File: config.mk
export PLATFORM = sky130hd
export DESIGN_NAME = rv_decode_stage
export DESIGN_NICKNAME = d
export VERILOG_FILES = /design/src/rtl/rv_decode_stage_pkg.sv /design/src/rtl/rv_skid_buffer.sv /design/src/rtl/rv_decode_stage.sv
export SDC_FILE = /design/constraint.sdc
export NUM_CORES = 1
export LEC_CHECK = 0
export CAP_MARGIN = 40
export CORE_MARGIN = 4
export CORE_UTILIZATION = 53
export DETAILED_ROUTE_END_ITERATION = 8
export PLACE_DENSITY = 0.83
export SYNTH_ARGS = -nofsm -noshare
export SYNTH_HDL_FRONTEND = slang
export SYNTH_SLANG_ARGS = --single-unit
File: constraint.sdc
create_clock -name clk -period 3.3 [get_ports clk]
set_input_delay 0.495 -clock clk [delete_from_list [all_inputs] [get_ports clk]]
set_output_delay 0.495 -clock clk [all_outputs]
set_load 0.01 [all_outputs]
File: src/rtl/rv_decode_stage_pkg.sv
// Shared decode definitions for rv_decode_stage: RV32I/RV64I opcodes, funct3
// encodings, decode-error cause codes, immediate format selection and the
// illegal-instruction classifier.
package rv_decode_stage_pkg;

  // Base opcodes (RV32I), plus the two RV64I-only word-op opcodes.
  typedef enum logic [6:0] {
    OpcLoad    = 7'h03,
    OpcMiscMem = 7'h0f,
    OpcOpImm   = 7'h13,
    OpcAuipc   = 7'h17,
    OpcOpImm32 = 7'h1b,
    OpcStore   = 7'h23,
    OpcOp      = 7'h33,
    OpcLui     = 7'h37,
    OpcOp32    = 7'h3b,
    OpcBranch  = 7'h63,
    OpcJalr    = 7'h67,
    OpcJal     = 7'h6f,
    OpcSystem  = 7'h73
  } rv_opcode_e;

  typedef enum logic [2:0] {
    F3Lb  = 3'd0,
    F3Lh  = 3'd1,
    F3Lw  = 3'd2,
    F3Ld  = 3'd3,
    F3Lbu = 3'd4,
    F3Lhu = 3'd5,
    F3Lwu = 3'd6
  } rv_load_f3_e;

  typedef enum logic [2:0] {
    F3Sb = 3'd0,
    F3Sh = 3'd1,
    F3Sw = 3'd2,
    F3Sd = 3'd3
  } rv_store_f3_e;

  // Shared by OP-IMM/OP-IMM-32 (ADDIW, SLLIW, SRLIW/SRAIW) and OP/OP-32.
  typedef enum logic [2:0] {
    F3AddSub = 3'd0,
    F3Sll    = 3'd1,
    F3SrlSra = 3'd5
  } rv_alu_f3_e;

  typedef enum logic [2:0] {
    F3Priv = 3'd0,
    F3Rsv4 = 3'd4
  } rv_system_f3_e;

  typedef enum logic [2:0] {
    CauseNone    = 3'd0,
    CauseOpcode  = 3'd1,
    CauseFunct3  = 3'd2,
    CauseFunct7  = 3'd3,
    CauseFunct12 = 3'd4
  } rv_decode_cause_t;

  typedef enum logic [2:0] {
    FmtI = 3'd0,
    FmtS = 3'd1,
    FmtB = 3'd2,
    FmtU = 3'd3,
    FmtJ = 3'd4
  } rv_imm_fmt_e;

  function automatic rv_imm_fmt_e imm_format(input logic [6:0] opcode);
    rv_imm_fmt_e fmt;
    case (opcode)
      OpcStore:        fmt = FmtS;
      OpcLui, OpcAuipc: fmt = FmtU;
      OpcJal:          fmt = FmtJ;
      OpcBranch:       fmt = FmtB;
      default:         fmt = FmtI;
    endcase
    return fmt;
  endfunction

  // RV32 immediate shift: SLL needs funct7 0, SRL/SRA accept 0 or 0x20.
  function automatic logic shift32_bad(input logic [2:0] f3, input logic [6:0] f7);
    if (f3 == F3Sll) return f7 != 7'h00;
    return !(f7 == 7'h00 || f7 == 7'h20);
  endfunction

  // RV64 immediate shift: shamt is 6 bits, so only inst[31:26] is checked.
  function automatic logic shift64_bad(input logic [2:0] f3, input logic [5:0] f6);
    if (f3 == F3Sll) return f6 != 6'h00;
    return !(f6 == 6'h00 || f6 == 6'h10);
  endfunction

  // Register-register ops: funct7 0 always, 0x20 only for ADD/SUB and SRL/SRA slots.
  function automatic logic op_f7_bad(input logic [2:0] f3, input logic [6:0] f7);
    return !(f7 == 7'h00 || (f7 == 7'h20 && (f3 == F3AddSub || f3 == F3SrlSra)));
  endfunction

  function automatic rv_decode_cause_t classify(input logic [31:0] inst, input logic rv64);
    logic [6:0]  opc;
    logic [2:0]  f3;
    logic [6:0]  f7;
    logic [11:0] f12;
    logic        is_shift;
    logic        opc_ok;
    logic        f3_bad;
    logic        f7_bad;
    logic        f12_bad;
    rv_decode_cause_t cause;

    opc      = inst[6:0];
    f3       = inst[14:12];
    f7       = inst[31:25];
    f12      = inst[31:20];
    is_shift = (f3 == F3Sll) || (f3 == F3SrlSra);
    opc_ok   = 1'b0;
    f3_bad   = 1'b0;
    f7_bad   = 1'b0;
    f12_bad  = 1'b0;

    case (opc)
      OpcLoad: begin
        opc_ok = 1'b1;
        f3_bad = rv64 ? (f3 == 3'd7) : (f3 == F3Ld || f3 == F3Lwu || f3 == 3'd7);
      end
      OpcStore: begin
        opc_ok = 1'b1;
        f3_bad = rv64 ? (f3 > F3Sd) : (f3 > F3Sw);
      end
      OpcBranch: begin
        opc_ok = 1'b1;
        f3_bad = (f3 == 3'd2) || (f3 == 3'd3);
      end
      OpcJalr: begin
        opc_ok = 1'b1;
        f3_bad = (f3 != 3'd0);
      end
      OpcSystem: begin
        opc_ok  = 1'b1;
        f3_bad  = (f3 == F3Rsv4);
        f12_bad = (f3 == F3Priv) && (f12 != 12'h000) && (f12 != 12'h001);
      end
      OpcOp: begin
        opc_ok = 1'b1;
        f7_bad = op_f7_bad(f3, f7);
      end
      OpcOpImm: begin
        opc_ok = 1'b1;
        f7_bad = is_shift && (rv64 ? shift64_bad(f3, inst[31:26]) : shift32_bad(f3, f7));
      end
      OpcOpImm32: begin
        opc_ok = rv64;
        f7_bad = is_shift && shift32_bad(f3, f7);
      end
      OpcOp32: begin
        opc_ok = rv64;
        f7_bad = op_f7_bad(f3, f7);
      end
      OpcLui, OpcAuipc, OpcJal, OpcMiscMem: opc_ok = 1'b1;
      default: opc_ok = 1'b0;
    endcase

    if (!opc_ok || inst[1:0] != 2'b11) cause = CauseOpcode;
    else if (f3_bad)                   cause = CauseFunct3;
    else if (f7_bad)                   cause = CauseFunct7;
    else if (f12_bad)                  cause = CauseFunct12;
    else                               cause = CauseNone;
    return cause;
  endfunction

endpackage

File: src/rtl/rv_skid_buffer.sv
// Two-entry valid/ready skid buffer. The primary entry drives the output; the
// secondary entry absorbs the one input accepted in the cycle the output
// stalls. in_ready_o depends only on registered state.
module rv_skid_buffer #(
  parameter int unsigned Width = 8
) (
  input  logic             clk_i,
  input  logic             rst_ni,
  input  logic             in_valid_i,
  output logic             in_ready_o,
  input  logic [Width-1:0] in_data_i,
  output logic             out_valid_o,
  input  logic             out_ready_i,
  output logic [Width-1:0] out_data_o
);

  logic             prim_valid_q, prim_valid_d;
  logic             sec_valid_q, sec_valid_d;
  logic [Width-1:0] prim_data_q, prim_data_d;
  logic [Width-1:0] sec_data_q, sec_data_d;
  logic             in_fire;
  logic             prim_free;

  assign in_ready_o  = ~sec_valid_q;
  assign out_valid_o = prim_valid_q;
  assign out_data_o  = prim_data_q;

  // Next-state: refill primary from secondary first, else from the input;
  // a stalled primary diverts the input into secondary.
  always_comb begin
    in_fire      = in_valid_i & in_ready_o;
    prim_free    = ~prim_valid_q | out_ready_i;
    prim_valid_d = prim_valid_q;
    prim_data_d  = prim_data_q;
    sec_valid_d  = sec_valid_q;
    sec_data_d   = sec_data_q;
    if (prim_free) begin
      if (sec_valid_q) begin
        prim_valid_d = 1'b1;
        prim_data_d  = sec_data_q;
        sec_valid_d  = 1'b0;
      end else begin
        prim_valid_d = in_fire;
        if (in_fire) prim_data_d = in_data_i;
      end
    end else if (in_fire) begin
      sec_valid_d = 1'b1;
      sec_data_d  = in_data_i;
    end
  end

  // State registers with synchronous active-low reset.
  always_ff @(posedge clk_i) begin
    if (!rst_ni) begin
      prim_valid_q <= 1'b0;
      sec_valid_q  <= 1'b0;
      prim_data_q  <= '0;
      sec_data_q   <= '0;
    end else begin
      prim_valid_q <= prim_valid_d;
      sec_valid_q  <= sec_valid_d;
      prim_data_q  <= prim_data_d;
      sec_data_q   <= sec_data_d;
    end
  end

endmodule

File: src/rtl/rv_decode_stage.sv
// RISC-V base-integer decode stage (RV32I / RV64I). Combinational field,
// immediate and legality decode in front of a two-entry skid buffer, giving
// one-cycle latency at full throughput. Illegal encodings are flagged with a
// cause code and still passed downstream.
// Optional: define RV_DECODE_STATS_EN to add saturating transfer counters.
module rv_decode_stage
  import rv_decode_stage_pkg::*;
#(
  parameter int unsigned XLEN     = 32,
  parameter int unsigned PC_WIDTH = XLEN
) (
  input  logic                clk,
  input  logic                rst_n,
  input  logic                in_valid,
  output logic                in_ready,
  input  logic [31:0]         in_inst,
  input  logic [PC_WIDTH-1:0] in_pc,
  output logic                out_valid,
  input  logic                out_ready,
  output logic [PC_WIDTH-1:0] out_pc,
  output logic [31:0]         out_inst,
  output logic [6:0]          out_opcode,
  output logic [4:0]          out_rd,
  output logic [4:0]          out_rs1,
  output logic [4:0]          out_rs2,
  output logic [2:0]          out_funct3,
  output logic [6:0]          out_funct7,
  output logic [11:0]         out_funct12,
  output logic [XLEN-1:0]     out_imm,
  output logic                out_illegal,
  output logic [2:0]          out_cause
`ifdef RV_DECODE_STATS_EN
  ,
  output logic [31:0]         stat_decoded,
  output logic [31:0]         stat_illegal
`endif
);

  localparam int unsigned PayloadW = PC_WIDTH + 32 + XLEN + 1 + 3;
  localparam logic        IsRv64   = (XLEN == 64);

  if (XLEN != 32 && XLEN != 64) begin : g_bad_xlen
    $error("rv_decode_stage: XLEN must be 32 or 64");
  end

  logic [63:0]         imm_i, imm_s, imm_b, imm_u, imm_j, imm_sel;
  logic [XLEN-1:0]     imm_d;
  logic                sgn;
  rv_imm_fmt_e         fmt;
  rv_decode_cause_t    cause_d;
  logic                illegal_d;
  logic [PayloadW-1:0] in_pld;
  logic [PayloadW-1:0] out_pld;

  // Build every immediate format at 64 bits, then select by opcode and trim to XLEN.
  always_comb begin
    sgn   = in_inst[31];
    imm_i = {{52{sgn}}, in_inst[31:20]};
    imm_s = {{52{sgn}}, in_inst[31:25], in_inst[11:7]};
    imm_b = {{51{sgn}}, in_inst[31], in_inst[7], in_inst[30:25], in_inst[11:8], 1'b0};
    imm_u = {{32{sgn}}, in_inst[31:12], 12'b0};
    imm_j = {{43{sgn}}, in_inst[31], in_inst[19:12], in_inst[20], in_inst[30:21], 1'b0};
    fmt   = imm_format(in_inst[6:0]);
    case (fmt)
      FmtS:    imm_sel = imm_s;
      FmtB:    imm_sel = imm_b;
      FmtU:    imm_sel = imm_u;
      FmtJ:    imm_sel = imm_j;
      default: imm_sel = imm_i;
    endcase
    imm_d = imm_sel[XLEN-1:0];
  end

  // Legality classification; illegal words are tagged, never dropped.
  always_comb begin
    cause_d   = classify(in_inst, IsRv64);
    illegal_d = (cause_d != CauseNone);
  end

  assign in_pld = {in_pc, in_inst, imm_d, illegal_d, cause_d};

  rv_skid_buffer #(
    .Width(PayloadW)
  ) u_skid (
    .clk_i      (clk),
    .rst_ni     (rst_n),
    .in_valid_i (in_valid),
    .in_ready_o (in_ready),
    .in_data_i  (in_pld),
    .out_valid_o(out_valid),
    .out_ready_i(out_ready),
    .out_data_o (out_pld)
  );

  assign {out_pc, out_inst, out_imm, out_illegal, out_cause} = out_pld;

  // Raw fields are slices of the registered instruction, so they reset to 0 with it.
  assign out_opcode  = out_inst[6:0];
  assign out_rd      = out_inst[11:7];
  assign out_funct3  = out_inst[14:12];
  assign out_rs1     = out_inst[19:15];
  assign out_rs2     = out_inst[24:20];
  assign out_funct7  = out_inst[31:25];
  assign out_funct12 = out_inst[31:20];

`ifdef RV_DECODE_STATS_EN
  logic out_fire;
  assign out_fire = out_valid & out_ready;

  // Saturating counters of output transfers and of illegal output transfers.
  always_ff @(posedge clk) begin
    if (!rst_n) begin
      stat_decoded <= '0;
      stat_illegal <= '0;
    end else if (out_fire) begin
      if (stat_decoded != 32'hffff_ffff) stat_decoded <= stat_decoded + 32'd1;
      if (out_illegal && stat_illegal != 32'hffff_ffff) stat_illegal <= stat_illegal + 32'd1;
    end
  end
`endif

endmodule

Yosys cells after proc, flatten, opt, wreduce, memory -nomap -nowiden:

Cells that the tools add are included.

* register bits: 202
* input port bits: 68
* output and inout port bits: 146
* logic and storage cells: 88

* order comparisons: 1
* equality and inequality tests: 27
* muxes and demuxes: 21
* bitwise gates (word level): 6
* reduce and logical (&&, ||, !) cells: 29

Operators with widths (number)
* 2-to-1 mux 100 bit: 2
* case mux 31 bit (4 select lines): 1
* == test 7 x 6 -> 1 bit, second input constant: 5
* == test 7 bit, second input constant: 4
* == test 7 x 5 -> 1 bit, second input constant: 3
* == test 3 bit, second input constant: 5
* == test 3 x 2 -> 1 bit, second input constant: 4
* 2-to-1 mux 3 bit: 4
* != test 12 x 1 -> 1 bit, second input constant: 1
* case mux 3 bit (4 select lines): 1
* nonzero test 12 bit: 1
* 2-to-1 mux 1 bit: 11
* OR reduction 11 bit: 1
* logical OR 1 bit: 8
* == test 7 x 2 -> 1 bit, second input constant: 1
* == test 7 x 4 -> 1 bit, second input constant: 1
* zero test 7 bit: 1
* nonzero test 7 bit: 1
* == test 3 x 1 -> 1 bit, second input constant: 2
* nonzero test 3 bit: 2
* OR reduction 2 bit: 3
* logical AND 1 bit: 5
* case mux 1 bit (5 select lines): 1
* NOT 1 bit: 4
* 9 further kinds: 12

Longest topological paths before layout:

* word-level depth: 13
* gate-level depth with buffers: 8
* depth with buffers taken out: 5

Hierarchy:

From an unflattened synthesis, not the netlist that was laid out.

* cells, all modules: 1037
* area, all modules: 9491.6 sq um

Modules (own cells, without submodules)
* rv_skid_buffer: times used 1, cells an instance 901, area an instance 8564.5 sq um, sequential area each 4043.9 sq um
* rv_decode_stage: times used 1, cells an instance 136, area an instance 927.1 sq um, sequential area each 0.0 sq um

Worst setup path after synthesis:

Ideal clock, no wire load.

* kind: input to register
* start: input port in_inst[3]
* end: register u_skid.sec_data_q[19]
* setup time: 132 ps
* arrival time: 1804 ps
* required time: 3168 ps
* slack: 1364 ps
* stages: 6
* path buffers: 1
* cell sequence: or3b_1 a211oi_4 nor2_4 buf_6 a211oi_1 nor3_1

* longest elaborated chain between the ends: 5
* elaborated cells on any way between the ends: 12
* classes of those cells: eq/ne (9); mux (2); reduce/logical (1)

RTL lines
* start, declared: RTL line rv_decode_stage.sv:16 `input logic [31:0] in_inst,`
* == test 7 x 6 -> 1 bit or == test 7 x 5 -> 1 bit (tied branches): RTL line rv_decode_stage_pkg.sv:70 `case (opcode)`
* OR reduction 2 bit: RTL line rv_decode_stage_pkg.sv:70
* case mux 3 bit (4 select lines) (*): RTL line rv_decode_stage_pkg.sv:70
* == test 3 bit (tied with other cells): RTL line rv_decode_stage.sv:64 `case (fmt)`
* case mux 31 bit (4 select lines) (*): RTL line rv_decode_stage.sv:64
* end signal, assigned: RTL line rv_skid_buffer.sv:63 `sec_data_q <= sec_data_d;`
* end, declared: RTL line rv_skid_buffer.sv:20 `logic [Width-1:0] sec_data_q, sec_data_d;`

Mark *: on every way between the ends. The rest lies on a longest branch, timed or not.
A chain may end at the register's enable or synchronous reset.

Final worst setup path:

* start: register u_skid.sec_valid_q
* end: output port in_ready

* longest elaborated chain between the ends: 1

RTL lines
* start, declared: RTL line rv_skid_buffer.sv:18 `logic sec_valid_q, sec_valid_d;`
* start signal, assigned: RTL line rv_skid_buffer.sv:61 `sec_valid_q <= sec_valid_d;`
* NOT 1 bit: RTL line rv_skid_buffer.sv:24 `assign in_ready_o = ~sec_valid_q;`
* end, declared: RTL line rv_decode_stage.sv:15 `output logic in_ready,`

No other way between the ends.

==> results_dict.tcl <==
set metrics [dict create \
    diodes 0 \
    async_reset_ff_frac 0 \
    synth-main-ff-cell "dfxtp_1" \
    cts_buffers 17 \
    cp_slowest_cell "dfxtp_4" \
    max_slew_margin 0.484 \
    area_delta_synth_final_pct 28.5 \
    min_path_type "flip-flop to flip-flop" \
    syn_avg_cell_area_um2 8.38 \
    ios 214 \
    hpwl_um 15300 \
    rsz0062_at_grt "no" \
    layout_setup_ws_ns 0.457 \
    multi_input_area_um2 3970 \
    crit_type "flip-flop to primary output" \
    power.density_nw_per_um2 501 \
    post_dp_cell_area_um2 10600 \
    synth_top_area_frac 0.460 \
    nFillCells 1292 \
    grt_pass1_vias 7383 \
    htree_levels 4 \
    yosysSeqAreaShare 0.460 \
    crit_path_start_kind "flip-flop" \
    cp.required_ns 2.80 \
    ir_drop_mv 0.369 \
    drc 0 \
    p_comb_frac 0.161 \
    final_util 0.700 \
    die_area_um2 18600 \
    worstPathMaxFanout 50 \
    firstDrtPassIters 5 \
    fin_area_um2 11200 \
    p_switching_mw 1.50 \
    syn_inst 1040 \
    viasPerCell 5.83 \
    slowest_delay_ns 0.84 \
    rows 46 \
    grt_max_degree 129 \
    ctsResizeCount 0 \
    ys_ff_latch 200 \
    fin_cells 1379 \
    yosys-top-cells-area "dfxtp_1 (46%), a211oi_1 (7.3%), nand2_1 (7.1%)" \
    skew_ns 0.0103 \
    clock_latency_ns 0.43 \
    synth_nets 1108 \
    clock-sinks 200 \
    dp_cells 1347 \
    vias 8044 \
    drtAntennaViolNets 0 \
    seqCellArea_um2 4010 \
    finalPower_mw 5.61 \
    p_seq_frac 0.470 \
    nNetsFinal 1218 \
    clk_path_buf_depth 2 \
    yosys.area.top_type "dfxtp_1" \
    die_h_um 136 \
    power_leakage_nw 3.74 \
    synth-edff-count 0 \
    cts-root-buf "clkbuf_16" \
    synth.distinct_cells 50 \
    intPower_mw 4.11 \
    wl_per_cell_um 17.3 \
    portBuffers 213 \
    post_cts_buffers 0 \
    antenna_found_initial 0 \
    timing.fmax_mhz 352 \
    layout-drive-gt1-share 0.0542 \
    die_w_um 136 \
    grt_usage 0.251 \
    drv_slew 0 \
    pre_cts_slack_ns 0.471 \
    endpoint_kind "primary output" \
    cts_hold_buf 0 \
    cp_cell_sequence "inv_1 > buf_4 > clkdlybuf4s50_1" \
    period_minus_slack_ns 2.84 \
    tns_ns 0 \
    overflow 0 \
    worst_slew_pin_slew_ns 0.774 \
    hold_viol_final 0 \
    grt_pass1_wl_um 37900 \
    drtIter0Drc 687 \
    whs_ns 0.454 \
    layout_common_cells "clkdlybuf4s50_1 (212), dfxtp_1 (199), nand2_1 (165), nor2_1 (102), a21oi_1 (95)" \
    gp_congestion 0.873 \
    timing.final.crit_share 0.862 \
    cts_tree "built" \
    critical_path_arrival_ns 2.35 \
    syn_area_um2 8710 \
    drt-total-wl_um 23900 \
    crit_family "buffers and inverters" \
    yosys_warnings 0 \
    cap_violations 0 \
    path_clk_slew_ns 0.07 \
    outcome "finished clean" \
    critPathBufInv 3 \
    start_util 0.545 \
    fp.coreArea_um2 16000 \
    p_clk_frac 0.370 \
    layout_commonest_cell "clkdlybuf4s50_1" \
    netSwitchingFraction 0.268 \
    setup_viol 0 \
]
-- synthesized netlist by cell type, types with 3 or more instances --
| library cell | instances |
|---|---|
| buf_1 | 8 |
| clkbuf_1 | 67 |
| mux2i_1 | 60 |
| o21a_1 | 12 |
| dfxtp_1 | 200 |
| inv_1 | 7 |
| o21ai_0 | 34 |
| a31oi_1 | 3 |
| a21oi_1 | 95 |
| nand4_1 | 4 |
| nor4_1 | 3 |
| a211oi_1 | 85 |
| nand2_1 | 165 |
| o211ai_1 | 18 |
| buf_2 | 17 |
| nand2b_1 | 3 |
| nor3_1 | 15 |
| a311oi_1 | 6 |
| buf_4 | 46 |
| o31ai_1 | 3 |
| nand3_1 | 39 |
| nor2_1 | 103 |
| a221oi_1 | 9 |
-- layer usage --
layer	track usage	wire (um)	part of all wire
met2	0.414	11700	0.49
met5	0	0	0
met1	0.336	10200	0.43
met4	0.0761	403	0.017
met3	0.0474	1550	0.065
-- final timing paths --
kind / from / end / slack, ns / cells past startpoint
hold / removal: u_skid.sec_data_q[57] / u_skid.sec_data_q[57] / 0.45 / 2
setup reg to reg: u_skid.sec_valid_q / u_skid.out_data_o[15] / 0.93 / 5
setup / recovery: u_skid.sec_valid_q / in_ready / 0.46 / 3
hold reg to reg: u_skid.sec_data_q[57] / u_skid.sec_data_q[57] / 0.45 / 2
-- power groups by stage --
stage | clock [mW] | sequential, mW | combinational [mW]
after floorplan | 0 | 2.72 | 0.436
after global placement | 0 | 2.69 | 0.882
after detailed placement | 0 | 2.69 | 0.899
after CTS | 2.10 | 2.64 | 0.906
after global routing | 2.20 | 2.65 | 0.977
final | 2.07 | 2.64 | 0.903
-- cells by family after synthesis --
family	count (synthesis)	synth area share
simple gates	351	0.171
compound gates	281	0.212
flops	200	0.460
mux	60	0.0689
buf+inv	148	0.0877
-- tightest hold or removal path, delay by kind of cell (launching register included) --
family / cells / cell delay [ns]
DFF: 1 / 0.31
and+or+nand+nor: 1 / 0.05
AOI/OAI and AO/OA: 1 / 0.05
-- layout make-up --
| class | count | share of cell area |
|---|---|---|
| clock inverters | 12 | 0.0118 |
| repair buffers | 231 | 0.208 |
| clock buffers | 20 | 0.0408 |
| multi-input cells | 692 | 0.355 |
| inverters | 8 | 0.00313 |
| flip-flops and latches | 200 | 0.358 |
| well taps | 216 | 0.0241 |
-- sequential cells by signal, indices dropped and copies added, names as in the netlist --
signal              flops
u_skid.out_data_o      99
u_skid.sec_valid_q      1
u_skid.out_valid_o      1
u_skid.sec_data_q      99
Power figures use the tool's default switching activity.
